## src/rtl/ksadd_share_arbiter.sv

```systemverilog
// Round-robin front end that time-shares one 16-bit Kogge-Stone adder among NREQ clients.
// States: IDLE = wait for a request | EXEC = operands held while adder settles | RESP = result offered to owner
module ksadd_share_arbiter #(
  parameter int NREQ    = 4,
  parameter int ADD_LAT = 2
) (
  input  logic                 clk,
  input  logic                 reset,
  input  logic [NREQ-1:0]      req_valid,
  output logic [NREQ-1:0]      req_ready,
  input  logic [16*NREQ-1:0]   req_a,
  input  logic [16*NREQ-1:0]   req_b,
  input  logic [NREQ-1:0]      req_cin,
  output logic [NREQ-1:0]      resp_valid,
  input  logic [NREQ-1:0]      resp_ready,
  output logic [15:0]          resp_sum,
  output logic [15:0]          add_a,
  output logic [15:0]          add_b,
  output logic                 add_cin,
  input  logic [15:0]          add_sum,
  output logic                 busy
);

  localparam int PW = $clog2(NREQ);

  typedef enum logic [1:0] {S_IDLE, S_EXEC, S_RESP} state_e;

  state_e            state_q;
  logic [PW-1:0]     rr_ptr_q;
  logic [PW-1:0]     owner_q;
  logic [3:0]        cnt_q;
  logic [15:0]       add_a_q;
  logic [15:0]       add_b_q;
  logic              add_cin_q;
  logic [15:0]       resp_sum_q;
  logic [NREQ-1:0]   resp_valid_q;

  logic              found;
  logic [PW-1:0]     winner;
  logic [PW-1:0]     cand;
  logic [15:0]       a_arr [NREQ];
  logic [15:0]       b_arr [NREQ];

  for (genvar i = 0; i < NREQ; i++) begin : g_unpack
    assign a_arr[i] = req_a[16*i+15:16*i];
    assign b_arr[i] = req_b[16*i+15:16*i];
  end

  // First requester found walking upward from rr_ptr with wrap-around.
  always_comb begin
    found  = 1'b0;
    winner = '0;
    cand   = '0;
    for (int k = 0; k < NREQ; k++) begin
      cand = PW'((int'(rr_ptr_q) + k) % NREQ);
      if (!found && req_valid[cand]) begin
        found  = 1'b1;
        winner = cand;
      end
    end
  end

  always_comb begin
    req_ready = '0;
    if (state_q == S_IDLE && found) req_ready[winner] = 1'b1;
  end

  always_ff @(posedge clk) begin
    if (reset) begin
      state_q      <= S_IDLE;
      rr_ptr_q     <= '0;
      owner_q      <= '0;
      cnt_q        <= '0;
      add_a_q      <= '0;
      add_b_q      <= '0;
      add_cin_q    <= 1'b0;
      resp_sum_q   <= '0;
      resp_valid_q <= '0;
    end else begin
      case (state_q)
        S_IDLE: begin
          if (found) begin
            owner_q   <= winner;
            add_a_q   <= a_arr[winner];
            add_b_q   <= b_arr[winner];
            add_cin_q <= req_cin[winner];
            cnt_q     <= 4'(ADD_LAT - 1);
            state_q   <= S_EXEC;
          end
        end
        S_EXEC: begin
          if (cnt_q == 4'd0) begin
            resp_sum_q            <= add_sum;
            resp_valid_q[owner_q] <= 1'b1;
            state_q               <= S_RESP;
          end else begin
            cnt_q <= cnt_q - 4'd1;
          end
        end
        S_RESP: begin
          // Pointer advances only once the owner has taken its result.
          if (resp_ready[owner_q]) begin
            resp_valid_q <= '0;
            rr_ptr_q     <= (owner_q == PW'(NREQ - 1)) ? '0 : owner_q + 1'b1;
            state_q      <= S_IDLE;
          end
        end
        default: state_q <= S_IDLE;
      endcase
    end
  end

  assign add_a      = add_a_q;
  assign add_b      = add_b_q;
  assign add_cin    = add_cin_q;
  assign resp_sum   = resp_sum_q;
  assign resp_valid = resp_valid_q;
  assign busy       = (state_q != S_IDLE);

endmodule
```

## config.mk

```make
export PLATFORM = sky130hd
export DESIGN_NAME = ksadd_share_arbiter
export DESIGN_NICKNAME = d
export VERILOG_FILES = /design/src/rtl/ksadd_share_arbiter.sv
export SDC_FILE = /design/constraint.sdc
export NUM_CORES = 1
export LEC_CHECK = 0
export ABC_CLOCK_PERIOD_IN_PS = 2600
export CAP_MARGIN = 30
export CORE_UTILIZATION = 37
export CTS_CLUSTER_SIZE = 40
export DETAILED_ROUTE_END_ITERATION = 16
export PLACE_DENSITY = 0.91
export SLEW_MARGIN = 0
export SYNTH_ARGS = -nofsm -noshare
export SYNTH_HDL_FRONTEND = slang
export SYNTH_SLANG_ARGS = --single-unit
```

## constraint.sdc

```tcl
create_clock -name clk -period 2.6 [get_ports clk]
set_clock_uncertainty 0.2 [all_clocks]
set_input_delay 0.26 -clock clk [delete_from_list [all_inputs] [get_ports clk]]
set_output_delay 0.26 -clock clk [all_outputs]
set_load 0.01 [all_outputs]
```

# --- Word level (Yosys, flattened, before mapping) ---
# Cells that the tools add are included.
op_classes:
  add_sub_neg: 5
  magnitude_cmp: 9
  eq_ne: 7
  n_mux: 42
  n_bitwise: 2
  reduce_logical: 20
op_table:
  columns: ["operator", "count"]
  rows:
  - ["16-bit binary-select mux with 2-bit select", 2]
  - ["16-bit 2-to-1 mux", 4]
  - ["4-bit 2-to-1 mux", 5]
  - ["2-bit by 3-bit less-than comparator with 1-bit output (second input constant)", 6]
  - ["2-bit 2-to-1 mux", 8]
  - ["4-bit one-hot mux with 2 select lines", 2]
  - ["1-bit binary-select mux with 2-bit select", 6]
  - ["1-bit 2-to-1 mux", 12]
  - ["3-bit AND reduction", 3]
  - ["2-bit inequality test (second input constant)", 4]
  - ["1-bit logical AND", 6]
  - ["2-bit one-hot mux with 3 select lines", 1]
  - ["2-bit AND reduction", 3]
  - ["2-bit nonzero test", 3]
  - ["2-bit by 1-bit adder with 2-bit output (second input constant)", 2]
  - ["2-bit adder (second input constant)", 2]
  - ["1-bit demux with 2-bit select", 2]
  - ["2-bit equality test (second input constant)", 2]
  - ["2-bit by 1-bit >= comparator with 1-bit output (second input constant)", 2]
  - ["4-bit logical NOT", 1]
  - ["4-bit bitwise OR", 1]
  - ["4-bit by 1-bit subtractor with 4-bit output (second input constant)", 1]
  - ["3-bit >= comparator (second input constant)", 1]
  - ["1-bit logical NOT", 3]
  - ["other kinds (3)", 3]
word_totals:
  ff_bits: 63
  in_bits: 158
  elab_cells: 94

# --- Logic depth before layout (Yosys ltp) ---
depth:
  word_depth: 17
  ltp_mapped: 8
  mapped_depth_nobuf: 7

# --- Worst setup path after synthesis ---
# Ideal clock, no wire load.
synth_path:
  kind: "flip-flop to output port"
  start: "reg rr_ptr_q[0]"
  end: "out req_ready[1]"
  arrival_time_ns: 1.591
  path_slack_ns: 0.549
  stages_incl_launch_ff: 7
  path_cell_list: "dfxtp_1 > and2b_4 > a2111oi_4 > nor2_1 > buf_4 > or2_1 > nor2b_1"
synth_between:
  elab_chain_cells: 17
  word_cells_on_any_way: 32
synth_lines:
  columns: ["element", "line", "source"]
  rows:
  - ["start, declared", "29", "logic [PW-1:0] rr_ptr_q;"]
  - ["start signal, assigned", "104", "rr_ptr_q <= (owner_q == PW'(NREQ - 1)) ? '0 : owner_q + 1'b1;"]
  - ["parallel branches: the longest is 16 deep, another holds 2-bit by 3-bit less-than comparator with 1-bit output", null, null]
  - ["4-bit 2-to-1 mux *", "65", "if (state_q == S_IDLE && found) req_ready[winner] = 1'b1;"]
  - ["end, declared", "10", "output logic [NREQ-1:0] req_ready,"]
# Every way passes the cells marked *. The select of a mux whose other input is x is not followed.

# --- Worst setup path after layout ---
layout_path:
  start: "in req_valid[3]"
  end: "out req_ready[2]"
layout_between:
  elab_chain_cells: 17
  word_cells_on_any_way: 29
layout_lines:
  columns: ["element", "line", "source"]
  rows:
  - ["start, declared", "9", "input logic [NREQ-1:0] req_valid,"]
  - ["1-bit binary-select mux with 2-bit select", "56", "if (!found && req_valid[cand]) begin"]
  - ["1-bit 2-to-1 mux (not written as such)", "56", null]
  - ["1-bit 2-to-1 mux", "56", null]
  - ["1-bit logical NOT", "56", null]
  - ["1-bit logical AND", "56", null]
  - ["1-bit 2-to-1 mux", "56", null]
  - ["1-bit logical NOT", "56", null]
  - ["1-bit logical AND", "56", null]
  - ["1-bit 2-to-1 mux", "56", null]
  - ["1-bit logical NOT", "56", null]
  - ["1-bit logical AND", "56", null]
  - ["2-bit 2-to-1 mux", "56", null]
  - ["2-bit by 3-bit less-than comparator with 1-bit output (not written as such) / 2-bit by 1-bit >= comparator with 1-bit output (equally long branches)", "65", null]
  - ["1-bit logical AND (not written as such)", "65", null]
  - ["1-bit 2-to-1 mux (not written as such)", "65", null]
  - ["1-bit demux with 2-bit select", "65", null]
  - ["4-bit 2-to-1 mux *", "65", null]
# Mark *: on every way between the ends. The rest lies on a longest branch, timed or not. The select of a mux whose other input is x is not followed.

==> impl_metrics.yaml <==
pwr:
  leakagePower_nw: 2.53
  powerDensity_nw_per_um2: 709
  max-vdd-ir-drop_uv: 397
setup_path:
  cp_max_fo: 5
  regToRegStartpoint: "rr_ptr_q[0]"
  endpoint_kind: "output port"
  r2r_slack_ps: 360
  startpoint_type: "primary input"
  required_ps: 2140
  r2r_cells: 8
  setup.worst_path.class: "in2out"
  critPathLaunch: "req_valid[3]"
  crit_arrival_ps: 2120
  timing.rr.end: "add_b[10]"
  critPathCapture: "req_ready[2]"
drt:
  drt_wl_total_mm: 11.8
  drtIter0Drc: 88
  first_pass_iters: 4
  antenna_left: 0
  vias: 3658
  avgRoutedWirePerCell_um: 16.8
  vias_per_cell: 5.22
  drc: 0
layout:
  final_util_pct: 68.5
  area_growth_pct: 78.6
  diodes: 0
  instances_no_fill: 701
  stdcell_area_sq_um: 5980
  drive_gt1_share_pct: 10.6
  nets: 752
clock_network:
  cts_root_buffer: "clkbuf_8"
  clock_sinks: 63
  clk_pin_slew_ps: 70
  postCtsHoldBufs: 0
  clk_latency_ps: 340
  max-clock-path-buffers: 2
  htree_levels: 3
  cts_buffers: 9
  cts_tree: "yes"
placement:
  dp.cells: 685
  gp_congestion: 0.869
  dp_hpwl_mm: 9.08
  io_buffers: 215
  dpl_cell_area_sq_um: 5720
floorplan:
  fp-row-count: 34
  die_w_um: 97.1
  io_pins: 216
  dieArea_sq_um: 9430
  initial_core_util_pct: 38.4
  coreArea_sq_um: 8720
  die_y_um: 97.1
global_routing:
  grt_busiest_layer: "met2"
  met1_usage_pct: 24.8
  use_met3_pct: 7.34
  grt_pass1_vias: 3999
  grt_max_degree: 34
  grt_pass1_wl_mm: 19.0
  grt_usage_pct: 25.2
  use_met2_pct: 49.2
  overflow: 0
  antenna_found_initial: 0
sta:
  min_period_over_period_pct: 99.3
  tightestPinTransition_ps: 657
  finalHoldViolCount: 0
  fin_crit_ps: 2580
  fmax_mhz: 387
  finalSetupViolCount: 0
  whs_ps: 259
  slew_violations: 0
  slew-limit-headroom_pct: 56.0
logic_synthesis:
  ys_seq_elements: 63
  ys.flop_type: "dfxtp_1"
  synth_area_sq_um: 3350
  ys_warn_count: 0
  syn-instance-count: 364
  synth_edf_count: 0
  ys_async_sr_fraction_pct: 0
  synth_cell_types: 36
  syn_nets: 528
  syn_avg_cell_area_sq_um: 9.19
  synth-seq-area-share_pct: 37.7
status:
  status: "complete, no violations"
hold_path:
  hold_class: "reg2reg"
flow_run:
  drv_cap: 0
==> kinds of logic after synthesis <==
kind of cell	count (synthesis)	share of synthesized area, %
compound gates	74	18.8
xor+xnor	2	0.524
fa+ha+maj	6	2.24
buf+inv	44	6.36
flops	63	37.7
mux	59	18.0
simple gates	116	16.3
==> synth_stat cells (all sizes together), types with 2 or more instances <==
library cell	count	area, sq um
inv	18	67.6
mux2i	58	581
clkbuf	15	56.3
a41oi	9	78.8
nor4	3	18.8
and2	2	12.5
buf	11	88.8
and3	9	56.3
xor2	2	17.5
o221ai	33	352
nand2b	3	18.8
nor3	7	40.0
a211oi	2	15.0
a21oi	26	130
or2	3	18.8
nand2	63	236
nor2	14	52.6
or3	3	18.8
nor2b	4	32.5
ha	6	75.1
dfxtp	63	1260
==> how the worst min path moves through the flow <==
stage	cells past startpoint	slack (ps)	startpoint	to
after floorplan	2	200	add_sum[0]	resp_sum[0]
after global placement	2	240	resp_sum[15]	resp_sum[15]
after detailed placement	2	250	resp_sum[12]	resp_sum[12]
after CTS	3	250	add_sum[15]	resp_sum[15]
after global routing	3	280	add_sum[2]	resp_sum[2]
final	2	260	resp_sum[3]	resp_sum[3]
==> metal layers <==
layer,vias up,wire length [um]
met5,-,0
met4,0,212
met3,16,918
met2,177,6450
met1,1699,4200
li1,1766,-
==> power by group <==
group          switching, W  total (W)  internal, W
Clock              0.000416   0.000957     0.000541
Sequential         0.000162    0.00138      0.00122
Combinational      0.000889    0.00190      0.00101
Total               0.00147    0.00424      0.00277
==> metrics by stage <==
stage / setup WS [ps] / total power (W) / setup TNS [ps]
floorplan: 549 / 0.00229 / 0
global placement: -226 / 0.00321 / -713
detailed placement: -222 / 0.00329 / -3380
CTS: -144 / 0.00426 / -167
global route: -12.7 / 0.00449 / -24.9
finish: 17.4 / 0.00424 / 0
==> flip-flops by register name, summed over array words and instances, names as in the netlist <==
| name | cells |
|---|---|
| add_a | 16 |
| add_b | 16 |
| resp_sum | 16 |
| cnt_q | 4 |
| resp_valid | 4 |
| owner_q | 2 |
| rr_ptr_q | 2 |
| state_q | 2 |
| add_cin | 1 |
==> what timing repair did <==
| action | 4_1_cts | 5_1_grt |
|---|---|---|
| pin swaps | 2 | 1 |
| buffers inserted | 0 | 0 |
| endpoints found under the hold margin | 0 | 0 |
| endpoints found under the setup margin | 4 | 6 |
| gates resized for setup | 5 | 8 |
==> final cells by class <==
class / instances / area, sq um
Fill cell: 646 / 2750
Timing Repair Buffer: 239 / 2370
Multi-Input combinational cell: 257 / 1920
Sequential cell: 63 / 1260
Tap cell: 108 / 135
Clock buffer: 9 / 124
Clock inverter: 7 / 97.6
Inverter: 18 / 67.6
==> cells in the final DEF (no fill, tap or decap), types with 9 or more instances in the layout <==
cell type        instances
inv_1                   18
nor2_1                  12
and3_1                   9
a41oi_1                  9
o221ai_1                23
clkdlybuf4s50_1        211
buf_4                   20
clkbuf_8                 9
o221ai_2                10
nand2_1                 63
mux2i_1                 58
a21oi_1                 26
dfxtp_1                 62
==> critical path, stage by stage <==
cell             delay (ps)
clkdlybuf4s50_1         520
buf_4                   170
nor4_2                   60
nand2b_1                220
or3_1                   440
nor3_2                  150
dlygate4sd2_1           290
No activity file was read; power rests on OpenSTA's default activity.
